==> config.mk <==
export PLATFORM = sky130hd
export DESIGN_NAME = update_points_multi_flat
export DESIGN_NICKNAME = d
export VERILOG_FILES = /design/src/rtl/update_points_multi_if.sv /design/src/rtl/update_points_multi.sv /design/src/flat_wrapper.sv
export SDC_FILE = /design/constraint.sdc
export NUM_CORES = 2
export LEC_CHECK = 0
export ABC_AREA = 1
export BUFFER_PORTS_ARGS = -buffer_cell sky130_fd_sc_hd__buf_2
export CORE_MARGIN = 3
export CORE_UTILIZATION = 45
export DETAILED_ROUTE_END_ITERATION = 16
export MAX_ROUTING_LAYER = met4
export PLACE_DENSITY = 0.67
export SETUP_SLACK_MARGIN = 0.3
export SYNTH_ARGS = -nofsm -noshare
export SYNTH_HDL_FRONTEND = slang
export SYNTH_SLANG_ARGS = --single-unit
export TNS_END_PERCENT = 50
==> constraint.sdc <==
create_clock -name clk_in -period 36.3 [get_ports clk_in]
set_input_delay 3.63 -clock clk_in [delete_from_list [all_inputs] [get_ports clk_in]]
set_output_delay 3.63 -clock clk_in [all_outputs]
set_load 0.005 [all_outputs]
==> src/rtl/update_points_multi_if.sv <==
// update_points_multi_if
//   Request/response bus between the multi-point updater and an external
//   collision engine. The updater raises coll_req_out with a segment
//   description (start position, displacement, start velocity). It holds the
//   request until the engine answers with a one-cycle coll_done_in pulse and
//   the resolved result.
//
//   master : updater side   (drives request + segment, reads result)
//   slave  : engine side    (reads request + segment, drives result)
//
//   Segment (master -> slave):
//     coll_req_out                       request, held until coll_done_in
//     coll_pos_x_out / coll_pos_y_out    segment start
//     coll_dx_out / coll_dy_out          segment displacement
//     coll_vel_x_out / coll_vel_y_out    velocity at segment start
//   Result (slave -> master):
//     coll_done_in                       one-cycle result-valid pulse
//     coll_hit_in                        segment hit an obstacle
//     coll_x_new_in / coll_y_new_in      resolved end position
//     coll_x_int_in / coll_y_int_in      intersection point
//     coll_vx_in / coll_vy_in            post-bounce velocity
//     coll_ax_in / coll_ay_in            contact acceleration
interface update_points_multi_if #(
    parameter int POSITION_SIZE     = 16,
    parameter int VELOCITY_SIZE     = 16,
    parameter int ACCELERATION_SIZE = 8
);
    logic                                coll_req_out;
    logic signed [POSITION_SIZE-1:0]     coll_pos_x_out;
    logic signed [POSITION_SIZE-1:0]     coll_pos_y_out;
    logic signed [POSITION_SIZE-1:0]     coll_dx_out;
    logic signed [POSITION_SIZE-1:0]     coll_dy_out;
    logic signed [VELOCITY_SIZE-1:0]     coll_vel_x_out;
    logic signed [VELOCITY_SIZE-1:0]     coll_vel_y_out;

    logic                                coll_done_in;
    logic                                coll_hit_in;
    logic signed [POSITION_SIZE-1:0]     coll_x_new_in;
    logic signed [POSITION_SIZE-1:0]     coll_y_new_in;
    logic signed [POSITION_SIZE-1:0]     coll_x_int_in;
    logic signed [POSITION_SIZE-1:0]     coll_y_int_in;
    logic signed [VELOCITY_SIZE-1:0]     coll_vx_in;
    logic signed [VELOCITY_SIZE-1:0]     coll_vy_in;
    logic signed [ACCELERATION_SIZE-1:0] coll_ax_in;
    logic signed [ACCELERATION_SIZE-1:0] coll_ay_in;

    modport master (
        output coll_req_out, coll_pos_x_out, coll_pos_y_out, coll_dx_out, coll_dy_out,
               coll_vel_x_out, coll_vel_y_out,
        input  coll_done_in, coll_hit_in, coll_x_new_in, coll_y_new_in,
               coll_x_int_in, coll_y_int_in, coll_vx_in, coll_vy_in, coll_ax_in, coll_ay_in
    );

    modport slave (
        input  coll_req_out, coll_pos_x_out, coll_pos_y_out, coll_dx_out, coll_dy_out,
               coll_vel_x_out, coll_vel_y_out,
        output coll_done_in, coll_hit_in, coll_x_new_in, coll_y_new_in,
               coll_x_int_in, coll_y_int_in, coll_vx_in, coll_vy_in, coll_ax_in, coll_ay_in
    );
endinterface

==> src/rtl/update_points_multi.sv <==
// update_points_multi
//   Integrates NUM_POINTS soft-body mass points for one physics step, one
//   point at a time. Each point moves by its velocity scaled by
//   dt = 2^-DT_SHIFT. The move is checked against an external collision
//   engine; on a hit, the remaining segment from the intersection point is
//   re-checked, up to MAX_PASSES requests per point. After that, the summed
//   external and contact accelerations are applied to the velocity, with
//   saturation.
//
//   Ports:
//     clk_in, rst_in                clock, asynchronous active-high reset
//     begin_in                      start a step (only honoured when idle)
//     busy_out                      step in progress
//     pos/vel/acc_{x,y}_in          per-point start state (latched on begin)
//     coll                          collision engine bus (master side)
//     new_pos_{x,y}, new_vel_{x,y}  per-point results, held until next step
//     coll_mask_out                 bit i set if point i hit at least once
//     result_out                    one-cycle pulse when the body is done
//
//   Build option:
//     COLLISION_DAMPING_EN  when defined, each accepted hit stores
//                           v - (v >>> 2) per axis (about 0.75x restitution)
//                           instead of the engine's velocity.
module update_points_multi #(
    parameter int POSITION_SIZE     = 16,
    parameter int VELOCITY_SIZE     = 16,
    parameter int ACCELERATION_SIZE = 8,
    parameter int NUM_POINTS        = 4,
    parameter int DT_SHIFT          = 0,
    parameter int MAX_PASSES        = 3
) (
    input  logic                                            clk_in,
    input  logic                                            rst_in,
    input  logic                                            begin_in,
    output logic                                            busy_out,
    input  logic [NUM_POINTS-1:0][POSITION_SIZE-1:0]        pos_x_in,
    input  logic [NUM_POINTS-1:0][POSITION_SIZE-1:0]        pos_y_in,
    input  logic [NUM_POINTS-1:0][VELOCITY_SIZE-1:0]        vel_x_in,
    input  logic [NUM_POINTS-1:0][VELOCITY_SIZE-1:0]        vel_y_in,
    input  logic [NUM_POINTS-1:0][ACCELERATION_SIZE-1:0]    acc_x_in,
    input  logic [NUM_POINTS-1:0][ACCELERATION_SIZE-1:0]    acc_y_in,
    update_points_multi_if.master                           coll,
    output logic [NUM_POINTS-1:0][POSITION_SIZE-1:0]        new_pos_x,
    output logic [NUM_POINTS-1:0][POSITION_SIZE-1:0]        new_pos_y,
    output logic [NUM_POINTS-1:0][VELOCITY_SIZE-1:0]        new_vel_x,
    output logic [NUM_POINTS-1:0][VELOCITY_SIZE-1:0]        new_vel_y,
    output logic [NUM_POINTS-1:0]                           coll_mask_out,
    output logic                                            result_out
);
    localparam int IDX_W  = (NUM_POINTS > 1) ? $clog2(NUM_POINTS) : 1;
    localparam int PASS_W = $clog2(MAX_PASSES + 1);
    // One external acceleration plus up to MAX_PASSES contact accelerations
    // always fit in this width, so the accumulator never overflows.
    localparam int ACC_W  = ACCELERATION_SIZE + $clog2(MAX_PASSES + 1) + 1;
    localparam int SUM_W  = ((VELOCITY_SIZE > ACC_W) ? VELOCITY_SIZE : ACC_W) + 1;

    localparam logic signed [SUM_W-1:0] VEL_MAX = SUM_W'((64'sd1 <<< (VELOCITY_SIZE - 1)) - 64'sd1);
    localparam logic signed [SUM_W-1:0] VEL_MIN = SUM_W'(-(64'sd1 <<< (VELOCITY_SIZE - 1)));

    typedef enum logic [2:0] {
        ST_IDLE,
        ST_LOAD,
        ST_WAIT,
        ST_FORCES,
        ST_DONE
    } state_t;

    state_t state;

    logic [NUM_POINTS-1:0][POSITION_SIZE-1:0]     pos_x_r, pos_y_r;
    logic [NUM_POINTS-1:0][VELOCITY_SIZE-1:0]     vel_x_r, vel_y_r;
    logic [NUM_POINTS-1:0][ACCELERATION_SIZE-1:0] acc_x_r, acc_y_r;

    logic [IDX_W-1:0]                idx;
    logic [PASS_W-1:0]               pass_cnt;
    logic signed [ACC_W-1:0]         acc_acc_x, acc_acc_y;
    logic                            req_r;
    logic signed [POSITION_SIZE-1:0] seg_pos_x, seg_pos_y, seg_dx, seg_dy;
    logic signed [VELOCITY_SIZE-1:0] seg_vel_x, seg_vel_y;

    // Values of the point currently being processed.
    logic signed [POSITION_SIZE-1:0]     cur_pos_x, cur_pos_y;
    logic signed [VELOCITY_SIZE-1:0]     cur_vel_x, cur_vel_y;
    logic signed [VELOCITY_SIZE-1:0]     cur_new_vel_x, cur_new_vel_y;
    logic signed [ACCELERATION_SIZE-1:0] cur_acc_x, cur_acc_y;

    assign cur_pos_x     = $signed(pos_x_r[idx]);
    assign cur_pos_y     = $signed(pos_y_r[idx]);
    assign cur_vel_x     = $signed(vel_x_r[idx]);
    assign cur_vel_y     = $signed(vel_y_r[idx]);
    assign cur_new_vel_x = $signed(new_vel_x[idx]);
    assign cur_new_vel_y = $signed(new_vel_y[idx]);
    assign cur_acc_x     = $signed(acc_x_r[idx]);
    assign cur_acc_y     = $signed(acc_y_r[idx]);

    // First segment: velocity scaled by dt and resized to position width.
    logic signed [POSITION_SIZE-1:0] load_dx, load_dy, load_new_x, load_new_y;
    assign load_dx    = POSITION_SIZE'(cur_vel_x >>> DT_SHIFT);
    assign load_dy    = POSITION_SIZE'(cur_vel_y >>> DT_SHIFT);
    assign load_new_x = cur_pos_x + load_dx;
    assign load_new_y = cur_pos_y + load_dy;

    // Follow-up segment after a hit runs from the intersection to the resolved end.
    logic signed [POSITION_SIZE-1:0] hit_dx, hit_dy;
    assign hit_dx = coll.coll_x_new_in - coll.coll_x_int_in;
    assign hit_dy = coll.coll_y_new_in - coll.coll_y_int_in;

    // Velocity stored into the result on an accepted hit.
    logic signed [VELOCITY_SIZE-1:0] hit_vx, hit_vy;
`ifdef COLLISION_DAMPING_EN
    assign hit_vx = coll.coll_vx_in - (coll.coll_vx_in >>> 2);
    assign hit_vy = coll.coll_vy_in - (coll.coll_vy_in >>> 2);
`else
    assign hit_vx = coll.coll_vx_in;
    assign hit_vy = coll.coll_vy_in;
`endif

    logic [PASS_W-1:0] pass_next;
    assign pass_next = pass_cnt + 1'b1;

    // Velocity update with the accumulated acceleration, computed wide then clamped.
    logic signed [ACC_W-1:0] acc_sh_x, acc_sh_y;
    logic signed [SUM_W-1:0] sum_x, sum_y;
    assign acc_sh_x = acc_acc_x >>> DT_SHIFT;
    assign acc_sh_y = acc_acc_y >>> DT_SHIFT;
    assign sum_x    = SUM_W'(cur_new_vel_x) + SUM_W'(acc_sh_x);
    assign sum_y    = SUM_W'(cur_new_vel_y) + SUM_W'(acc_sh_y);

    function automatic logic signed [VELOCITY_SIZE-1:0] sat_vel(input logic signed [SUM_W-1:0] v);
        if (v > VEL_MAX) begin
            return VELOCITY_SIZE'(VEL_MAX);
        end else if (v < VEL_MIN) begin
            return VELOCITY_SIZE'(VEL_MIN);
        end else begin
            return VELOCITY_SIZE'(v);
        end
    endfunction

    assign coll.coll_req_out   = req_r;
    assign coll.coll_pos_x_out = seg_pos_x;
    assign coll.coll_pos_y_out = seg_pos_y;
    assign coll.coll_dx_out    = seg_dx;
    assign coll.coll_dy_out    = seg_dy;
    assign coll.coll_vel_x_out = seg_vel_x;
    assign coll.coll_vel_y_out = seg_vel_y;

    // Step sequencer. Each point goes LOAD -> WAIT (one or more collision
    // round trips) -> FORCES; after the last point the FSM pulses result_out
    // from DONE. In WAIT, a cycle with req low is the re-arm gap between
    // chained requests. Any coll_done_in seen while req is low is dropped,
    // including a pulse that coincides with req being raised.
    always_ff @(posedge clk_in or posedge rst_in) begin
        if (rst_in) begin
            state         <= ST_IDLE;
            pos_x_r       <= '0;
            pos_y_r       <= '0;
            vel_x_r       <= '0;
            vel_y_r       <= '0;
            acc_x_r       <= '0;
            acc_y_r       <= '0;
            idx           <= '0;
            pass_cnt      <= '0;
            acc_acc_x     <= '0;
            acc_acc_y     <= '0;
            req_r         <= 1'b0;
            seg_pos_x     <= '0;
            seg_pos_y     <= '0;
            seg_dx        <= '0;
            seg_dy        <= '0;
            seg_vel_x     <= '0;
            seg_vel_y     <= '0;
            new_pos_x     <= '0;
            new_pos_y     <= '0;
            new_vel_x     <= '0;
            new_vel_y     <= '0;
            coll_mask_out <= '0;
            busy_out      <= 1'b0;
            result_out    <= 1'b0;
        end else begin
            case (state)
                ST_IDLE: begin
                    result_out <= 1'b0;
                    if (begin_in) begin
                        pos_x_r       <= pos_x_in;
                        pos_y_r       <= pos_y_in;
                        vel_x_r       <= vel_x_in;
                        vel_y_r       <= vel_y_in;
                        acc_x_r       <= acc_x_in;
                        acc_y_r       <= acc_y_in;
                        coll_mask_out <= '0;
                        idx           <= '0;
                        busy_out      <= 1'b1;
                        state         <= ST_LOAD;
                    end
                end

                ST_LOAD: begin
                    seg_pos_x      <= cur_pos_x;
                    seg_pos_y      <= cur_pos_y;
                    seg_vel_x      <= cur_vel_x;
                    seg_vel_y      <= cur_vel_y;
                    seg_dx         <= load_dx;
                    seg_dy         <= load_dy;
                    new_pos_x[idx] <= load_new_x;
                    new_pos_y[idx] <= load_new_y;
                    new_vel_x[idx] <= cur_vel_x;
                    new_vel_y[idx] <= cur_vel_y;
                    acc_acc_x      <= ACC_W'(cur_acc_x);
                    acc_acc_y      <= ACC_W'(cur_acc_y);
                    pass_cnt       <= '0;
                    req_r          <= 1'b1;
                    state          <= ST_WAIT;
                end

                ST_WAIT: begin
                    if (!req_r) begin
                        req_r <= 1'b1;
                    end else if (coll.coll_done_in) begin
                        req_r    <= 1'b0;
                        pass_cnt <= pass_next;
                        if (coll.coll_hit_in) begin
                            new_pos_x[idx]     <= coll.coll_x_new_in;
                            new_pos_y[idx]     <= coll.coll_y_new_in;
                            new_vel_x[idx]     <= hit_vx;
                            new_vel_y[idx]     <= hit_vy;
                            acc_acc_x          <= acc_acc_x + ACC_W'(coll.coll_ax_in);
                            acc_acc_y          <= acc_acc_y + ACC_W'(coll.coll_ay_in);
                            coll_mask_out[idx] <= 1'b1;
                            if (pass_next < PASS_W'(MAX_PASSES)) begin
                                seg_pos_x <= coll.coll_x_int_in;
                                seg_pos_y <= coll.coll_y_int_in;
                                seg_vel_x <= coll.coll_vx_in;
                                seg_vel_y <= coll.coll_vy_in;
                                seg_dx    <= hit_dx;
                                seg_dy    <= hit_dy;
                            end else begin
                                state <= ST_FORCES;
                            end
                        end else begin
                            state <= ST_FORCES;
                        end
                    end
                end

                ST_FORCES: begin
                    new_vel_x[idx] <= sat_vel(sum_x);
                    new_vel_y[idx] <= sat_vel(sum_y);
                    if (idx == IDX_W'(NUM_POINTS - 1)) begin
                        result_out <= 1'b1;
                        busy_out   <= 1'b0;
                        state      <= ST_DONE;
                    end else begin
                        idx   <= idx + 1'b1;
                        state <= ST_LOAD;
                    end
                end

                ST_DONE: begin
                    result_out <= 1'b0;
                    state      <= ST_IDLE;
                end

                default: begin
                    state <= ST_IDLE;
                end
            endcase
        end
    end
endmodule

==> src/flat_wrapper.sv <==
// flat-port wrapper written by rule: the top's interface ports become plain ports
module update_points_multi_flat 
#(
    parameter int POSITION_SIZE     = 16,
    parameter int VELOCITY_SIZE     = 16,
    parameter int ACCELERATION_SIZE = 8,
    parameter int NUM_POINTS        = 4,
    parameter int DT_SHIFT          = 0,
    parameter int MAX_PASSES        = 3
)
  (clk_in, rst_in, begin_in, busy_out, pos_x_in, pos_y_in, vel_x_in, vel_y_in, acc_x_in, acc_y_in, new_pos_x, new_pos_y, new_vel_x, new_vel_y, coll_mask_out, result_out, coll_coll_req_out, coll_coll_pos_x_out, coll_coll_pos_y_out, coll_coll_dx_out, coll_coll_dy_out, coll_coll_vel_x_out, coll_coll_vel_y_out, coll_coll_done_in, coll_coll_hit_in, coll_coll_x_new_in, coll_coll_y_new_in, coll_coll_x_int_in, coll_coll_y_int_in, coll_coll_vx_in, coll_coll_vy_in, coll_coll_ax_in, coll_coll_ay_in);
  update_points_multi_if #(.POSITION_SIZE(POSITION_SIZE), .VELOCITY_SIZE(VELOCITY_SIZE), .ACCELERATION_SIZE(ACCELERATION_SIZE)) coll_i ();
  input  logic clk_in;
  input  logic rst_in;
  input  logic begin_in;
  output logic busy_out;
  input  logic [NUM_POINTS-1:0][POSITION_SIZE-1:0] pos_x_in;
  input  logic [NUM_POINTS-1:0][POSITION_SIZE-1:0] pos_y_in;
  input  logic [NUM_POINTS-1:0][VELOCITY_SIZE-1:0] vel_x_in;
  input  logic [NUM_POINTS-1:0][VELOCITY_SIZE-1:0] vel_y_in;
  input  logic [NUM_POINTS-1:0][ACCELERATION_SIZE-1:0] acc_x_in;
  input  logic [NUM_POINTS-1:0][ACCELERATION_SIZE-1:0] acc_y_in;
  output logic [NUM_POINTS-1:0][POSITION_SIZE-1:0] new_pos_x;
  output logic [NUM_POINTS-1:0][POSITION_SIZE-1:0] new_pos_y;
  output logic [NUM_POINTS-1:0][VELOCITY_SIZE-1:0] new_vel_x;
  output logic [NUM_POINTS-1:0][VELOCITY_SIZE-1:0] new_vel_y;
  output logic [NUM_POINTS-1:0] coll_mask_out;
  output logic result_out;
  output wire logic [$bits(coll_i.coll_req_out)-1:0] coll_coll_req_out;
  output wire logic [$bits(coll_i.coll_pos_x_out)-1:0] coll_coll_pos_x_out;
  output wire logic [$bits(coll_i.coll_pos_y_out)-1:0] coll_coll_pos_y_out;
  output wire logic [$bits(coll_i.coll_dx_out)-1:0] coll_coll_dx_out;
  output wire logic [$bits(coll_i.coll_dy_out)-1:0] coll_coll_dy_out;
  output wire logic [$bits(coll_i.coll_vel_x_out)-1:0] coll_coll_vel_x_out;
  output wire logic [$bits(coll_i.coll_vel_y_out)-1:0] coll_coll_vel_y_out;
  input wire logic [$bits(coll_i.coll_done_in)-1:0] coll_coll_done_in;
  input wire logic [$bits(coll_i.coll_hit_in)-1:0] coll_coll_hit_in;
  input wire logic [$bits(coll_i.coll_x_new_in)-1:0] coll_coll_x_new_in;
  input wire logic [$bits(coll_i.coll_y_new_in)-1:0] coll_coll_y_new_in;
  input wire logic [$bits(coll_i.coll_x_int_in)-1:0] coll_coll_x_int_in;
  input wire logic [$bits(coll_i.coll_y_int_in)-1:0] coll_coll_y_int_in;
  input wire logic [$bits(coll_i.coll_vx_in)-1:0] coll_coll_vx_in;
  input wire logic [$bits(coll_i.coll_vy_in)-1:0] coll_coll_vy_in;
  input wire logic [$bits(coll_i.coll_ax_in)-1:0] coll_coll_ax_in;
  input wire logic [$bits(coll_i.coll_ay_in)-1:0] coll_coll_ay_in;
  assign coll_coll_req_out = coll_i.coll_req_out;
  assign coll_coll_pos_x_out = coll_i.coll_pos_x_out;
  assign coll_coll_pos_y_out = coll_i.coll_pos_y_out;
  assign coll_coll_dx_out = coll_i.coll_dx_out;
  assign coll_coll_dy_out = coll_i.coll_dy_out;
  assign coll_coll_vel_x_out = coll_i.coll_vel_x_out;
  assign coll_coll_vel_y_out = coll_i.coll_vel_y_out;
  assign coll_i.coll_done_in = coll_coll_done_in;
  assign coll_i.coll_hit_in = coll_coll_hit_in;
  assign coll_i.coll_x_new_in = coll_coll_x_new_in;
  assign coll_i.coll_y_new_in = coll_coll_y_new_in;
  assign coll_i.coll_x_int_in = coll_coll_x_int_in;
  assign coll_i.coll_y_int_in = coll_coll_y_int_in;
  assign coll_i.coll_vx_in = coll_coll_vx_in;
  assign coll_i.coll_vy_in = coll_coll_vy_in;
  assign coll_i.coll_ax_in = coll_coll_ax_in;
  assign coll_i.coll_ay_in = coll_coll_ay_in;
  update_points_multi #(.POSITION_SIZE(POSITION_SIZE), .VELOCITY_SIZE(VELOCITY_SIZE), .ACCELERATION_SIZE(ACCELERATION_SIZE), .NUM_POINTS(NUM_POINTS), .DT_SHIFT(DT_SHIFT), .MAX_PASSES(MAX_PASSES)) u_core (.clk_in(clk_in), .rst_in(rst_in), .begin_in(begin_in), .busy_out(busy_out), .pos_x_in(pos_x_in), .pos_y_in(pos_y_in), .vel_x_in(vel_x_in), .vel_y_in(vel_y_in), .acc_x_in(acc_x_in), .acc_y_in(acc_y_in), .coll(coll_i), .new_pos_x(new_pos_x), .new_pos_y(new_pos_y), .new_vel_x(new_vel_x), .new_vel_y(new_vel_y), .coll_mask_out(coll_mask_out), .result_out(result_out));
endmodule
After elaboration in Yosys (flattened, before gate mapping)
Cells that the tools add are included.

Bitwise gates (word level): 1. Magnitude comparators: 7. Reductions and logical operators: 18. Add/subtract/negate cells: 10. Multipliers: 0. Equality and inequality tests: 13. Divide/modulo/power cells: 0. Shift operators: 0. Mux-type cells: 116.

Operators by type and width (count): 64-bit 2-to-1 mux (12); 64-bit bitwise mux (10); 16-bit 2-to-1 mux (37); 64-bit one-hot mux with 3 select lines (2); 64-bit one-hot mux with 2 select lines (2); 16-bit binary-select mux with 2-bit select (6); 16-bit one-hot mux with 2 select lines (6); 11-bit 2-to-1 mux (6); 11-bit one-hot mux with 2 select lines (2); 16-bit by 11-bit adder with 17-bit output (2); 17-bit by 16-bit > comparator with 1-bit output, second input constant (2); 17-bit by 16-bit < comparator with 1-bit output, second input constant (2); 16-bit adder (2); 8-bit binary-select mux with 2-bit select (2); 16-bit demux with 2-bit select (1); 16-bit subtractor (2); 11-bit by 8-bit adder with 11-bit output (2); 3-bit 2-to-1 mux (6); 4-bit 2-to-1 mux (4); 8-bit 2-to-1 mux (2); 3-bit one-hot mux with 4 select lines (1); 4-bit AND reduction (3); 5-bit AND reduction (2); 3-bit AND reduction (3); other kinds (24) (46).

Flip-flop bits (word level): 708. Memories: 0. Memory bits (read-only): 0. Bits in latches: 0. Logic and storage cells: 220. Output and inout bits: 359. RAM bits: 0.

Longest topological paths before layout
Word-level depth: 9. Gate-level depth with buffers: 25. Mapped depth without buffers: 20.

Worst setup path before layout
No wires, ideal clock.

Path type: input to register. Start: input coll_coll_x_new_in[0]. End: register u_core.seg_dx[8], in the netlist u_core.coll.coll_dx_out[8]. Data arrival time: 5311 ps. Setup slack: 30905 ps. Data required time: 36216 ps. Library setup time: 84 ps. Buffers on the path: 0. Cell stages on the path: 13. Cell sequence: inv_1 ha_1 fa_1 inv_1 nand2_1 o21ai_0 nand2_1 nand2_1 and2_1 o21ai_0 nand3_1 nand3_1 a21boi_0.

Cells in the longest elaborated chain, start to end: 6.

RTL lines: start, declared (line flat_wrapper.sv:38) `input wire logic [$bits(coll_i.coll_x_new_in)-1:0] coll_coll_x_new_in;`; 16-bit subtractor (line update_points_multi.sv:105) `assign hit_dx = coll.coll_x_new_in - coll.coll_x_int_in;`; 16-bit 2-to-1 mux (line update_points_multi.sv:229) `if (pass_next < PASS_W'(MAX_PASSES)) begin`; 16-bit 2-to-1 mux (line update_points_multi.sv:221) `if (coll.coll_hit_in) begin`; 16-bit 2-to-1 mux (line update_points_multi.sv:218) `end else if (coll.coll_done_in) begin`; 16-bit 2-to-1 mux (line update_points_multi.sv:216) `if (!req_r) begin`; 16-bit one-hot mux with 2 select lines (line update_points_multi.sv:180) `case (state)`; end signal, assigned (line update_points_multi.sv:202) `seg_dx <= load_dx;`; end signal, assigned (line update_points_multi.sv:234) `seg_dx <= hit_dx;`; end, declared (line update_points_multi.sv:78) `logic signed [POSITION_SIZE-1:0] seg_pos_x, seg_pos_y, seg_dx, seg_dy;`.

Every way passes these cells. The select of a mux whose other input is x is not followed. A chain may end at the register's enable or synchronous reset.

Worst setup path after layout
Start: input coll_coll_done_in. End: register u_core.seg_dx[8], in the netlist u_core.coll.coll_dx_out[8].

Cells in the longest elaborated chain, start to end: 2.

RTL lines: start, declared (line flat_wrapper.sv:36) `input wire logic [$bits(coll_i.coll_done_in)-1:0] coll_coll_done_in;`; 2-bit inequality test (no line); 5-bit AND reduction (no line).

Every way passes these cells.

==> summary.log <==
[synth] number of distinct standard cells referenced by the synthesized netlist 47
[synth] area share of the leading cell type in the synthesized netlist 0.432
[clock_network] number of resized instances in the post-cts repair step 0
[clock_network] clock buffers created by TritonCTS 82
[worst_hold_path] hold path endpoint u_core.new_pos_x[2]
[timing] final worst-path cycle share 0.167
[placement] number of input and output port buffers inserted 795
[critical_path] data arrival time of the worst path 6.58 ns
[cells_and_area] leading cell type in the layout, fill and taps excluded sky130_fd_sc_hd__nand2_1
[cells_and_area] number of nets in the layout 6942
[clock_network] hold-fix buffer count after cts 0
[global_route] GRT met2 Usage 0.562
[timing] minimum clock period after layout 6.06 ns
[clock_network] maximum root-to-sink buffer count 3
[routing] routed via count 43847
[floorplanning] core footprint 90100 µm²
[critical_path] Worst Path Class, Setup in -> reg
[global_route] grt met1 use 0.507
[cells_and_area] Area Growth Syn to Fin 18.1%
[synth] Synth area leader sky130_fd_sc_hd__dfrtp_1
[placement] routability congestion estimate from global placement 0.999
[critical_path] critical path endpoint category register
[clock_network] number of buffers added for setup after CTS 0
[global_route] wire length of the first global-routing pass 270000 µm
[worst_hold_path] worst hold path type reg -> reg
[global_route] leftover overflow at the end of global routing 0
[routing] drt via density 5.73
[critical_path] required time worst endpoint 36.82 ns
[routing] Final ANT Viol Nets 0
[timing] skew final 0.0359 ns
[routing] total routed wirelength 185000 µm
[floorplanning] DIE AREA 94800 µm²
[worst_hold_path] Hold Crit Start u_core.new_pos_x[2]
[timing] final-report setup violation count 0
[floorplanning] Chip Height 308 µm
[cells_and_area] fraction of layout instances using a drive strength above 1 0.159
[critical_path] number of cells on the worst reg-to-reg path 16
[critical_path] launching point of the worst reg2reg path u_core.idx[1]
[routing] DRC marker count from the first detailed-route iteration 5697
[timing] maximum achievable frequency 165 MHz
[synth] Avg Synthesized Cell Area 7.08 µm²
[synth] share of flip-flops with an asynchronous set or reset after synthesis 1.00
[critical_path] worst r2r dst u_core.new_pos_x[10]
[synth] synth top area cells sky130_fd_sc_hd__dfrtp_1, sky130_fd_sc_hd__nand2_1, sky130_fd_sc_hd__nor2_1
[global_route] Tot GR Track Use 0.393
[timing] worst-case hold slack 0.463 ns
[global_route] vias in the first global route 41048
[critical_path] type of element launching the critical path input pin
[synth] count of flip-flops with a built-in enable after synthesis 0
[cells_and_area] share of the core filled with cells in the final layout 0.537
[synth] netlist area before placement 41000 µm²
[floorplanning] die boundary width 308 µm
[routing] routed wirelength normalized by instance count 24.2 µm
[placement] DPL Wire Length 133000 µm
[critical_path] Critical Path Slowest Stage Cell sky130_fd_sc_hd__buf_4
[critical_path] Critical Path Fanout Max 90
[critical_path] Critical path origin coll_coll_done_in
[critical_path] worst setup slack for register-to-register paths 30.66 ns
[outcome] outcome completed
[floorplanning] Starting Density 0.455
[routing] Pre-antenna DRT Iters 12
[timing] RSZ-0062 raised after global routing no
[clock_network] clock tree from TritonCTS built
[clock_network] worst-skew pair later-pin latency 0.66 ns
[global_route] routing layer with the top usage in global route met2
[timing] Pins Over Slew Limit 0
[synth] flop and latch count out of synthesis 708
[clock_network] clock root buffer sky130_fd_sc_hd__clkbuf_16
[routing] DRC violation count after routing 0
[synth] Syn Nets 6353
[timing] Final Hold Vio Count 0
[timing] Total Negative Setup Slacks 0 ns
[synth] proportion of synthesized chip area in sequential cells 0.432
[synth] post-synthesis instance total 5791
[floorplanning] number of I/O pins 796
[global_route] pin count of the biggest net entering global routing 178
[critical_path] Crit path largest cell delay 0.73 ns
[synth] primary flip-flop cell chosen by synthesis mapping sky130_fd_sc_hd__dfrtp_1
[floorplanning] row count 110
[cells_and_area] commonest cells after routing, fill and taps aside sky130_fd_sc_hd__nand2_1, sky130_fd_sc_hd__buf_2, sky130_fd_sc_hd__nor2_1, sky130_fd_sc_hd__dfrtp_1, sky130_fd_sc_hd__o21ai_0
[worst_hold_path] instance count along the most critical hold path 2
[critical_path] cell chain of the critical path buf_2 -> nand2_1 -> nand2_2 -> nand2_1 -> inv_2 -> o21ai_4 -> buf_4 -> clkinv_2 -> buf_4 -> or2_2 -> a21boi_0
[clock_network] total clock sinks 708
[synth] count of synthesis-stage warnings from yosys 0
[clock_network] depth of the CTS H-tree 3
[timing] headroom to the max-slew limit 0.113
[clock_network] clock transition at the register clock pins on the worst setup and hold paths after CTS 0.06 ns
[global_route] antenna violations before repair 34
[timing] slew at the pin with the worst max-slew slack 1.33 ns
[job] # Max-Cap Violations 0
[global_route] met3 Resource Use GR 0.101
==> synth_stat cells, types with 12 or more instances <==
| cell type | number |
|---|---|
| sky130_fd_sc_hd__o22ai_1 | 70 |
| sky130_fd_sc_hd__nand4_1 | 12 |
| sky130_fd_sc_hd__a221oi_1 | 21 |
| sky130_fd_sc_hd__nor3_1 | 154 |
| sky130_fd_sc_hd__clkbuf_1 | 176 |
| sky130_fd_sc_hd__a31oi_1 | 13 |
| sky130_fd_sc_hd__o21ai_1 | 38 |
| sky130_fd_sc_hd__o21ai_0 | 314 |
| sky130_fd_sc_hd__a211oi_1 | 48 |
| sky130_fd_sc_hd__xor2_1 | 41 |
| sky130_fd_sc_hd__a21oi_1 | 304 |
| sky130_fd_sc_hd__ha_1 | 117 |
| sky130_fd_sc_hd__nand2_1 | 2111 |
| sky130_fd_sc_hd__dfrtp_1 | 708 |
| sky130_fd_sc_hd__nand3_1 | 293 |
| sky130_fd_sc_hd__nor2_1 | 746 |
| sky130_fd_sc_hd__buf_1 | 42 |
| sky130_fd_sc_hd__buf_2 | 105 |
| sky130_fd_sc_hd__inv_1 | 275 |
| sky130_fd_sc_hd__a2bb2oi_1 | 81 |
==> critical path, delay by kind of cell <==
| family | cells | cell delay, ns |
|---|---|---|
| compound gates | 2 | 0.17 |
| simple gates | 4 | 0.97 |
| buf+inv | 5 | 1.74 |
==> kinds of logic (layout without fill, tap and decap cells) <==
group / Yosys count / after routing / share of synthesized area
buffers and inverters: 620 / 1271 / 0.0610
xor gates and xnor gates: 50 / 50 / 0.0107
other: 0 / 34 / 0
AOI/OAI and AO/OA: 938 / 938 / 0.133
adders and majority gates: 125 / 125 / 0.0396
DFF: 708 / 708 / 0.432
and+or+nand+nor: 3350 / 3350 / 0.324
==> per-stage QoR <==
step	cell area (µm²)	setup WS [ns]	std cells
floorplan	41000	12.81	5791
global placement	45500	29.69	7472
detailed placement	45500	29.65	7472
CTS	48400	30.34	7618
global route	48400	30.02	7646
finish	48400	30.24	7652
==> layer usage <==
| metal | vias to the layer above | wire length, µm |
|---|---|---|
| li1 | 20045 | - |
| met1 | 20656 | 73900 |
| met2 | 2591 | 79700 |
| met3 | 555 | 19900 |
| met4 | 0 | 11500 |
| met5 | - | 0 |
==> registers in the layout (all words and copies together) (netlist names), 32 cells and up <==
register / count
u_core.acc_x_r: 32
u_core.acc_y_r: 32
u_core.new_pos_x: 64
u_core.new_pos_y: 64
u_core.new_vel_x: 64
u_core.new_vel_y: 64
u_core.pos_x_r: 64
u_core.pos_y_r: 64
u_core.vel_x_r: 64
u_core.vel_y_r: 64
==> how the worst max path moves through the flow <==
stage | slack (ns) | endpoint | cells past startpoint
2_1_floorplan | 12.81 | u_core.acc_acc_x[0] | 1
3_3_place_gp | 29.69 | u_core.pos_y_r[54] | 9
4_1_cts | 30.34 | u_core.vel_x_r[24] | 9
3_5_place_dp | 29.65 | u_core.pos_x_r[18] | 9
6_report | 30.24 | u_core.coll.coll_dx_out[8] | 11
5_1_grt | 30.02 | u_core.pos_y_r[42] | 9
==> final cells by class <==
type | count | area (µm²)
Clock inverter | 29 | 403
Sequential cell | 708 | 17700
Tap cell | 1176 | 1470
Clock buffer | 117 | 2410
Fill cell | 8872 | 41700
Inverter | 289 | 1120
Antenna cell | 34 | 85.1
Multi-Input combinational cell | 4463 | 20900
Timing Repair Buffer | 836 | 4340
Power is left out: the tool's default activity adds up to more than one toggle a clock period on the data nets, which glitch-free logic cannot reach.
